--- config.mk ---
export PLATFORM = sky130hd
export DESIGN_NAME = lvt_write_scheduler_flat
export DESIGN_NICKNAME = d
export VERILOG_FILES = /design/src/rtl/lvt_write_scheduler_if.sv /design/src/rtl/lvt_write_scheduler.sv /design/src/flat_wrapper.sv
export SDC_FILE = /design/constraint.sdc
export NUM_CORES = 2
export LEC_CHECK = 0
export CORE_UTILIZATION = 30
export DETAILED_ROUTE_END_ITERATION = 16
export SLEW_MARGIN = 20
export SYNTH_ARGS = -nofsm -noshare
export SYNTH_HDL_FRONTEND = slang
export SYNTH_SLANG_ARGS = --single-unit
--- constraint.sdc ---
create_clock -name clk -period 8.3 [get_ports clk]
set_input_delay 1.66 -clock clk [delete_from_list [all_inputs] [get_ports clk]]
set_output_delay 1.66 -clock clk [all_outputs]
set_load 0.02 [all_outputs]
--- src/rtl/lvt_write_scheduler_if.sv ---
// Write-request and write-issue bundle between the port clients, the scheduler
// and lvt_memory / bank RAMs.
interface lvt_write_scheduler_if #(
   parameter int WIDTH = 32,
   parameter int DEPTH = 512,
   parameter int PORTS = 16
);
   localparam int ADDR_W = $clog2(DEPTH);

   logic              req_valid [PORTS];
   logic              req_ready [PORTS];
   logic [ADDR_W-1:0] req_addr  [PORTS];
   logic [WIDTH-1:0]  req_data  [PORTS];
   logic              hold;
   logic              wr_en     [PORTS];
   logic [ADDR_W-1:0] wr_addr   [PORTS];
   logic [WIDTH-1:0]  wr_data   [PORTS];
   logic [31:0]       conflict_count;
   logic              busy;

   modport master (
      output req_valid, req_addr, req_data, hold,
      input  req_ready, wr_en, wr_addr, wr_data, conflict_count, busy
   );

   modport slave (
      input  req_valid, req_addr, req_data, hold,
      output req_ready, wr_en, wr_addr, wr_data, conflict_count, busy
   );
endinterface

--- src/rtl/lvt_write_scheduler.sv ---
// Per-port write FIFOs with lowest-index-wins same-address arbitration, feeding
// registered collision-free write vectors to lvt_memory and its bank RAMs.
module lvt_write_scheduler #(
   parameter int WIDTH      = 32,
   parameter int DEPTH      = 512,
   parameter int PORTS      = 16,
   parameter int FIFO_DEPTH = 4
) (
   input logic                 clk,
   input logic                 rst,
   lvt_write_scheduler_if.slave bus
);
   localparam int ADDR_W = $clog2(DEPTH);
   localparam int PTR_W  = $clog2(FIFO_DEPTH);
   localparam int NST_W  = $clog2(PORTS + 1);

   logic [ADDR_W-1:0] fifo_addr [PORTS][FIFO_DEPTH];
   logic [WIDTH-1:0]  fifo_data [PORTS][FIFO_DEPTH];
   logic [PTR_W:0]    wptr    [PORTS];
   logic [PTR_W:0]    rptr    [PORTS];
   logic [PTR_W:0]    wptr_p1 [PORTS];

   logic              ready     [PORTS];
   logic              push      [PORTS];
   logic              cand      [PORTS];
   logic              win       [PORTS];
   logic [ADDR_W-1:0] head_addr [PORTS];
   logic [WIDTH-1:0]  head_data [PORTS];
   logic [NST_W-1:0]  n_stall;
   logic              busy;

   logic              en_p1   [PORTS];
   logic [ADDR_W-1:0] addr_p1 [PORTS];
   logic [WIDTH-1:0]  data_p1 [PORTS];
   logic [31:0]       conflict_cnt;

   function automatic logic [31:0] sat_add(input logic [31:0] a, input logic [NST_W-1:0] b);
      logic [32:0] s;
      s = {1'b0, a} + 33'(b);
      return s[32] ? 32'hFFFF_FFFF : s[31:0];
   endfunction

   always_comb begin
      n_stall = '0;
      busy    = 1'b0;
      for (int p = 0; p < PORTS; p++) begin
         ready[p]     = !((wptr[p][PTR_W] != rptr[p][PTR_W]) &&
                          (wptr[p][PTR_W-1:0] == rptr[p][PTR_W-1:0])) && !rst;
         push[p]      = bus.req_valid[p] && ready[p];
         head_addr[p] = fifo_addr[p][rptr[p][PTR_W-1:0]];
         head_data[p] = fifo_data[p][rptr[p][PTR_W-1:0]];
         // Delayed write pointer: a new entry becomes head-eligible one cycle after its push.
         cand[p]      = (wptr_p1[p] != rptr[p]) && !bus.hold;
         busy         = busy || (wptr[p] != rptr[p]) || en_p1[p];
      end
      for (int p = 0; p < PORTS; p++) begin
         win[p] = cand[p];
         for (int q = 0; q < p; q++) begin
            if (cand[q] && (head_addr[q] == head_addr[p])) win[p] = 1'b0;
         end
         n_stall = n_stall + NST_W'(cand[p] && !win[p]);
      end
   end

   always_comb begin
      for (int p = 0; p < PORTS; p++) begin
         bus.req_ready[p] = ready[p];
         bus.wr_en[p]     = en_p1[p];
         bus.wr_addr[p]   = addr_p1[p];
         bus.wr_data[p]   = data_p1[p];
      end
      bus.conflict_count = conflict_cnt;
      bus.busy           = busy;
   end

   // FIFO storage: data only, no reset
   always_ff @(posedge clk) begin
      for (int p = 0; p < PORTS; p++) begin
         if (push[p]) begin
            fifo_addr[p][wptr[p][PTR_W-1:0]] <= bus.req_addr[p];
            fifo_data[p][wptr[p][PTR_W-1:0]] <= bus.req_data[p];
         end
      end
   end

   // Pointers, issue register (_p1) and collision counter
   always_ff @(posedge clk) begin
      if (rst) begin
         for (int p = 0; p < PORTS; p++) begin
            wptr[p]    <= '0;
            rptr[p]    <= '0;
            wptr_p1[p] <= '0;
            en_p1[p]   <= 1'b0;
            addr_p1[p] <= '0;
            data_p1[p] <= '0;
         end
         conflict_cnt <= '0;
      end else begin
         for (int p = 0; p < PORTS; p++) begin
            wptr_p1[p] <= wptr[p];
            if (push[p]) wptr[p] <= wptr[p] + (PTR_W+1)'(1);
            if (win[p]) begin
               rptr[p]    <= rptr[p] + (PTR_W+1)'(1);
               addr_p1[p] <= head_addr[p];
               data_p1[p] <= head_data[p];
            end
            en_p1[p] <= win[p];
         end
         conflict_cnt <= sat_add(conflict_cnt, n_stall);
      end
   end
endmodule

--- src/flat_wrapper.sv ---
// flat-port wrapper written by rule: the top's interface ports become plain ports
module lvt_write_scheduler_flat 
#(
   parameter int WIDTH      = 32,
   parameter int DEPTH      = 512,
   parameter int PORTS      = 16,
   parameter int FIFO_DEPTH = 4
)
  (clk, rst, bus_req_valid, bus_req_addr, bus_req_data, bus_hold, bus_req_ready, bus_wr_en, bus_wr_addr, bus_wr_data, bus_conflict_count, bus_busy);
  lvt_write_scheduler_if #(.WIDTH(WIDTH), .DEPTH(DEPTH), .PORTS(PORTS)) bus_i ();
  input logic clk;
  input logic rst;
  input wire logic [$bits(bus_i.req_valid)-1:0] bus_req_valid;
  input wire logic [$bits(bus_i.req_addr)-1:0] bus_req_addr;
  input wire logic [$bits(bus_i.req_data)-1:0] bus_req_data;
  input wire logic [$bits(bus_i.hold)-1:0] bus_hold;
  output wire logic [$bits(bus_i.req_ready)-1:0] bus_req_ready;
  output wire logic [$bits(bus_i.wr_en)-1:0] bus_wr_en;
  output wire logic [$bits(bus_i.wr_addr)-1:0] bus_wr_addr;
  output wire logic [$bits(bus_i.wr_data)-1:0] bus_wr_data;
  output wire logic [$bits(bus_i.conflict_count)-1:0] bus_conflict_count;
  output wire logic [$bits(bus_i.busy)-1:0] bus_busy;
  assign bus_i.req_valid = {>>{bus_req_valid}};
  assign bus_i.req_addr = {>>{bus_req_addr}};
  assign bus_i.req_data = {>>{bus_req_data}};
  assign bus_i.hold = bus_hold;
  assign bus_req_ready = {>>{bus_i.req_ready}};
  assign bus_wr_en = {>>{bus_i.wr_en}};
  assign bus_wr_addr = {>>{bus_i.wr_addr}};
  assign bus_wr_data = {>>{bus_i.wr_data}};
  assign bus_conflict_count = bus_i.conflict_count;
  assign bus_busy = bus_i.busy;
  lvt_write_scheduler #(.WIDTH(WIDTH), .DEPTH(DEPTH), .PORTS(PORTS), .FIFO_DEPTH(FIFO_DEPTH)) u_core (.clk(clk), .rst(rst), .bus(bus_i));
endmodule
# Yosys cells after proc, flatten, opt, wreduce, memory -nomap -nowiden
# Memory sizes are Yosys's and may differ from the RTL's.
# Index checks and enable logic that the tools add are counted.
[word_totals] ramBits=3440 memories=8 reg_bits=32 inputBits=675 word_cells=1203
[mem_list] memory="u_core.fifo_data" depth=16 word_bits=128 rd=16 rd_clocked_by_memory_dff=0 write_ports=16 line_no="lvt_write_scheduler.sv:18" rtl="logic [WIDTH-1:0] fifo_data [PORTS][FIFO_DEPTH];"
[mem_list] memory="u_core.fifo_addr" depth=16 word_bits=36 rd=16 rd_clocked_by_memory_dff=0 write_ports=16 line_no="lvt_write_scheduler.sv:17" rtl="logic [ADDR_W-1:0] fifo_addr [PORTS][FIFO_DEPTH];"
[mem_list] memory="u_core.data_p1" depth=16 word_bits=32 rd=16 rd_clocked_by_memory_dff=0 write_ports=16 line_no="lvt_write_scheduler.sv:34" rtl="logic [WIDTH-1:0] data_p1 [PORTS];"
[mem_list] memory="u_core.addr_p1" depth=16 word_bits=9 rd=16 rd_clocked_by_memory_dff=0 write_ports=16 line_no="lvt_write_scheduler.sv:33" rtl="logic [ADDR_W-1:0] addr_p1 [PORTS];"
[mem_list] memory="u_core.rptr" depth=16 word_bits=3 rd=16 rd_clocked_by_memory_dff=0 write_ports=16 line_no="lvt_write_scheduler.sv:20" rtl="logic [PTR_W:0] rptr [PORTS];"
[mem_list] memory="u_core.wptr" depth=16 word_bits=3 rd=16 rd_clocked_by_memory_dff=0 write_ports=16 line_no="lvt_write_scheduler.sv:19" rtl="logic [PTR_W:0] wptr [PORTS];"
[mem_list] memory="2 more memories"
[op_classes] reduce_logical=279 n_eq_ne=184 bitwise=128 add_sub_neg=47 muxes=508 n_lt_le_gt_ge=48
[ops] operator="$mux 32" count=65
[ops] operator="$mux 128" count=16
[ops] operator="$eq 9x9->1" count=120
[ops] operator="$bmux 32 s2" count=16
[ops] operator="$demux 32 s2" count=16
[ops] operator="$mux 36" count=16
[ops] operator="$mux 9" count=64
[ops] operator="$bmux 9 s2" count=16
[ops] operator="$demux 9 s2" count=16
[ops] operator="$mux 1" count=235
[ops] operator="$logic_and 1x1->1" count=215
[ops] operator="$mux 3" count=48
[ops] operator="$add 3x1->3 const B" count=32
[ops] operator="$ge 3x3->1 const B" count=32
[ops] operator="$ne 3x3->1" count=32
[ops] operator="$not 2->3" count=32
[ops] operator="$or 1x1->1" count=96
[ops] operator="$add 5x1->5" count=13
[ops] operator="$lt 3x1->1 const B" count=16
[ops] operator="$add 32x5->33" count=1
[ops] operator="$logic_not 1->1" count=33
[ops] operator="$eq 2x2->1" count=16
[ops] operator="$logic_or 1x1->1" count=31
[ops] operator="$ne 1x1->1" count=16
[ops] operator="$add 1x1->2" count=1

# Longest topological paths before layout
# An unclocked memory read counts as a cell.
[depth] ltp_word=33 mapped_depth=31

# Worst setup path after synthesis
# No wires, ideal clock.
[synth_path] path_kind="input to register" start="input bus_hold" end="register u_core.conflict_cnt[10], in the netlist u_core.bus.conflict_count[10]" setup_slack_ns=0.259 arrival_ns=7.909 setup_time_ns=0.133 stages=24 required_ns=8.167 n_path_buf=5 cell_sequence="clkbuf_1 clkbuf_1 a31oi_1 clkbuf_1 nand4_1 nand4_1 or4_1 nand2_1 fa_1 fa_1 fa_1 fa_1 inv_1 ha_1 fa_1 fa_1 a21oi_1 o21bai_1 a21oi_1 nor4b_2 nand2b_1 clkbuf_1 buf_1 a21oi_1"
[synth_between] elab_chain_cells=23 word_cells_on_any_way=303
[synth_rtl] element="start, declared" line_no="flat_wrapper.sv:16" rtl="input wire logic [$bits(bus_i.hold)-1:0] bus_hold;"
[synth_rtl] element="$logic_not 1->1 (*)" line_no="lvt_write_scheduler.sv:53" rtl="cand[p] = (wptr_p1[p] != rptr[p]) && !bus.hold;"
[synth_rtl] element="$logic_and 1x1->1" line_no="lvt_write_scheduler.sv:53"
[synth_rtl] element="$logic_and 1x1->1" line_no="lvt_write_scheduler.sv:59" rtl="if (cand[q] && (head_addr[q] == head_addr[p])) win[p] = 1'b0;"
[synth_rtl] element="$mux 1 (2 in a row)" line_no="lvt_write_scheduler.sv:59"
[synth_rtl] element="$logic_not 1->1 / $mux 1 (equally long branches)" line_no="lvt_write_scheduler.sv:61, lvt_write_scheduler.sv:59"
[synth_rtl] element="$logic_and 1x1->1, or another cell as far along" line_no="lvt_write_scheduler.sv:61" rtl="n_stall = n_stall + NST_W'(cand[p] && !win[p]);"
[synth_rtl] element="$add 1x1->2, or another cell as far along" line_no="lvt_write_scheduler.sv:61"
[synth_rtl] element="$add 5x1->5, or another cell as far along (11 in a row)" line_no="lvt_write_scheduler.sv:61"
[synth_rtl] element="$add 5x1->5 / $logic_and 1x1->1 (equally long branches)" line_no="lvt_write_scheduler.sv:61"
[synth_rtl] element="$add 5x1->5 (*)" line_no="lvt_write_scheduler.sv:61"
[synth_rtl] element="$add 32x5->33 (*)" line_no="lvt_write_scheduler.sv:39" rtl="s = {1'b0, a} + 33'(b);"
[synth_rtl] element="$mux 32 (*)" line_no="lvt_write_scheduler.sv:40" rtl="return s[32] ? 32'hFFFF_FFFF : s[31:0];"
[synth_rtl] element="end signal, assigned" line_no="lvt_write_scheduler.sv:109" rtl="conflict_cnt <= sat_add(conflict_cnt, n_stall);"
[synth_rtl] element="end, declared" line_no="lvt_write_scheduler.sv:35" rtl="logic [31:0] conflict_cnt;"
# Every way passes the cells marked *; elsewhere a longest branch is shown, timed or not.
# A chain may end at the register's enable or synchronous reset.

==> flow_metrics.env <==
export IMPL_status="completed"
export IMPL_h_tree_depth=5
export IMPL_overflow=0
export IMPL_crit_path_end_kind="flop"
export IMPL_area_delta_synth_final_pct=25.0
export IMPL_antenna_found_initial=189
export IMPL_ios=1396
export IMPL_yosys_cell_types_count=52
export IMPL_period_minus_slack_ns=8.08
export IMPL_ys_warn_count=0
export IMPL_timing_hold_violations_final=0
export IMPL_placed_cells=15200
export IMPL_cts_buffers=376
export IMPL_p_leak_nw=59.2
export IMPL_totalWireLength_mm=495
export IMPL_ant_nets=0
export IMPL_internal_power_mw=35.7
export IMPL_synth_most_common_cell="edfxtp_1"
export IMPL_die_h_um=691
export IMPL_holdWs_ns=0.464
export IMPL_drt_pass1_iterations=6
export IMPL_wl_per_cell_um=31.0
export IMPL_gp_congestion=0.906
export IMPL_rows=252
export IMPL_vias=78300
export IMPL_fin_skew_ns=0.0831
export IMPL_tightestPinTransition_ns=1.09
export IMPL_p_seq_frac=0.417
export IMPL_slew_violations=0
export IMPL_r2r_start="u_core.rptr[0][3]$_SDFFCE_PN0P_"
export IMPL_drv_cap=0
export IMPL_crit_required_ns=9.20
export IMPL_cp_startpoint="u_core.rptr[0][3]$_SDFFCE_PN0P_"
export IMPL_final_core_util=0.377
export IMPL_synth_area_leader_cell="edfxtp_1"
export IMPL_clock_sinks=3472
export IMPL_hold_class="flop to flop"
export IMPL_worstSetupPathType="flop to flop"
export IMPL_start_kind="flop"
export IMPL_swShare=0.303
export IMPL_insertion_delay_ns=1.03
export IMPL_cts_tree="built"
export IMPL_power_density_nw_per_um2=288
export IMPL_drive_above_1_share=0.186
export IMPL_grt_pass1_wl_mm=673
export IMPL_final_fill_count=42900
export IMPL_worstPathArrival_ns=8.98
export IMPL_switchingPower_mw=15.5
export IMPL_post_route_period_util=0.973
export IMPL_synth_cells=7682
export IMPL_crit_fanout=14
export IMPL_ys_ff_latch=3472
export IMPL_hp_start="u_core.wptr[0][17]$_DFF_P_"
export IMPL_dr_first_iter_drc_count=6975
export IMPL_synth_edf_count=3349
export IMPL_cts_max_path_buffers=4
export IMPL_synth_seq_area_share=0.723
export IMPL_via_per_inst=4.90
export IMPL_start_util=0.302
export IMPL_finalNonFillerCells=16000
export IMPL_yosysTopAreaCellShare=0.706
export IMPL_syn_area_um2=143000
export IMPL_finalSetupViolCount=0
export IMPL_netlist_top_cells_area="edfxtp_1, mux4_2, xor2_1, xnor2_1, dfxtp_1"
export IMPL_peakVddDrop_mv=0.260
export IMPL_rsz0062_at_grt="no"
export IMPL_drc=0
export IMPL_clockPowerShare=0.333
export IMPL_hpwlAfterDp_mm=346
export IMPL_clk_pin_slew_ns=0.07
export IMPL_dieArea_um2=478000
export IMPL_fmax_mhz=124
export IMPL_ys_flop_type="edfxtp_1"
export IMPL_async_flop_share=0
export IMPL_postSynthAreaPerCell_um2=18.6
export IMPL_nNetsFinal=10100
export IMPL_grt_usage=0.201
export IMPL_maxSlewHeadroom=0.270
export IMPL_cts_root_buf="clkbuf_16"
export IMPL_yosys_top_cells_count="edfxtp_1, xor2_1, mux4_2"
export IMPL_core_area_um2=472000
export IMPL_port_buffers=1395
export IMPL_grt_max_degree=115
export IMPL_syn_nets=8458
export IMPL_die_w_um=691
export IMPL_p_comb_frac=0.251
export IMPL_grt_pass1_vias=80600
==> layer usage <==
layer / routed length [µm] / track usage / up-vias
li1: - / - / 32900
met3: 33600 / 0.0464 / 1031
met5: 440 / 0 / -
met4: 25500 / 0.0975 / 68
met1: 191000 / 0.242 / 41100
met2: 244000 / 0.338 / 3138
==> layout make-up <==
type,count,area (µm²),area share
clock inverters,226,2640,0.0148
well taps,6223,7790,0.0437
repair buffers,1864,17800,0.0998
flip-flops and latches,3472,103000,0.578
diodes,70,175,0.000983
inverters,115,439,0.00247
clock buffers,462,9930,0.0557
multi-input cells,3531,36400,0.204
==> stage by stage <==
stage               setup TNS [ns]  setup WS, ns  total power, mW  area (µm²)
floorplan                        0         0.259             28.7      143000
global placement             -6.66        -0.258             34.5      165000
detailed placement           -3.23        -0.144             34.5      165000
CTS                              0        0.0720             51.7      178000
global route                     0      0.000658             53.0      178000
finish                           0         0.223             51.3      178000
==> cell families (layout without fill, tap and decap cells) <==
logic type / Yosys count / in the layout / synth area share
AOI/OAI and AO/OA: 110 / 110 / 0.00490
xor gates and xnor gates: 1224 / 1224 / 0.0752
DFF: 3472 / 3472 / 0.723
muxes: 687 / 687 / 0.106
buffers and inverters: 679 / 2667 / 0.0243
adders and majority gates: 101 / 101 / 0.00939
other: 0 / 70 / 0
and+or+nand+nor: 1409 / 1409 / 0.0573
==> worst paths after layout <==
kind	to	depth (start not counted)	slack [ns]
worst max-delay path	u_core.bus.conflict_count[1]$_SDFF_PP0_	27	0.22
worst min-delay path	u_core.wptr_p1[0][17]$_DFF_P_	2	0.46
worst max register to register	u_core.bus.conflict_count[1]$_SDFF_PP0_	27	0.22
worst min register to register	u_core.wptr_p1[0][17]$_DFF_P_	2	0.46
==> power by group through the flow <==
stage / clock network (mW) / registers, mW / logic, mW
3_3_place_gp: 0 / 21.7 / 12.8
3_5_place_dp: 0 / 21.7 / 12.8
5_1_grt: 18.1 / 21.5 / 13.5
2_1_floorplan: 0 / 22.4 / 6.38
4_1_cts: 17.5 / 21.4 / 12.9
6_report: 17.1 / 21.4 / 12.8
==> repair_timing <==
| item | in CTS | in global routing |
|---|---|---|
| buffers inserted | 0 | 38 |
| endpoints found under the setup margin | 0 | 32 |
| gates resized for setup | 0 | 6 |
| hold buffers | 0 | 0 |
| hold endpoints to repair | 0 | 0 |
==> flip-flops by register name, summed over array words and instances, names as in the netlist <==
name                       count
u_core.rptr                   48
u_core.bus.conflict_count     32
u_core.addr_p1               144
u_core.en_p1                  16
u_core.wptr_p1                48
u_core.data_p1               512
u_core.fifo_data            2048
u_core.fifo_addr             576
u_core.wptr                   48
==> cell usage in the layout (no fill, tap or decap), types with 60 or more instances in the layout <==
master / n
buf_4: 448
clkdlybuf4s50_1: 1393
clkinv_2: 60
nand2_1: 75
nor2b_1: 246
and2_1: 313
ha_1: 91
clkbuf_1: 74
edfxtp_1: 3349
clkinv_1: 75
diode_2: 70
clkbuf_16: 383
inv_1: 113
dfxtp_1: 123
nor2_1: 161
xnor2_1: 418
nand4_1: 163
xor2_1: 805
nor4_1: 209
mux4_2: 653
==> critical path: stages (launching register included) <==
cell,delay (ns)
edfxtp_1,0.40
buf_4,0.27
mux4_2,0.65
buf_4,0.29
xor2_1,0.23
nor4_2,0.09
nand4_1,0.21
nand4_1,0.25
or4_1,0.60
nand2_1,0.12
fa_1,0.45
fa_1,0.55
fa_1,0.64
fa_1,0.58
inv_1,0.05
ha_1,0.22
fa_1,0.42
xor2_1,0.19
ha_1,0.30
a21oi_1,0.09
o21bai_1,0.19
a21oi_1,0.11
buf_4,0.15
nor4b_2,0.25
buf_4,0.18
nand2b_1,0.12
buf_4,0.22
a21oi_1,0.15
(Power assumes the default switching activity.)
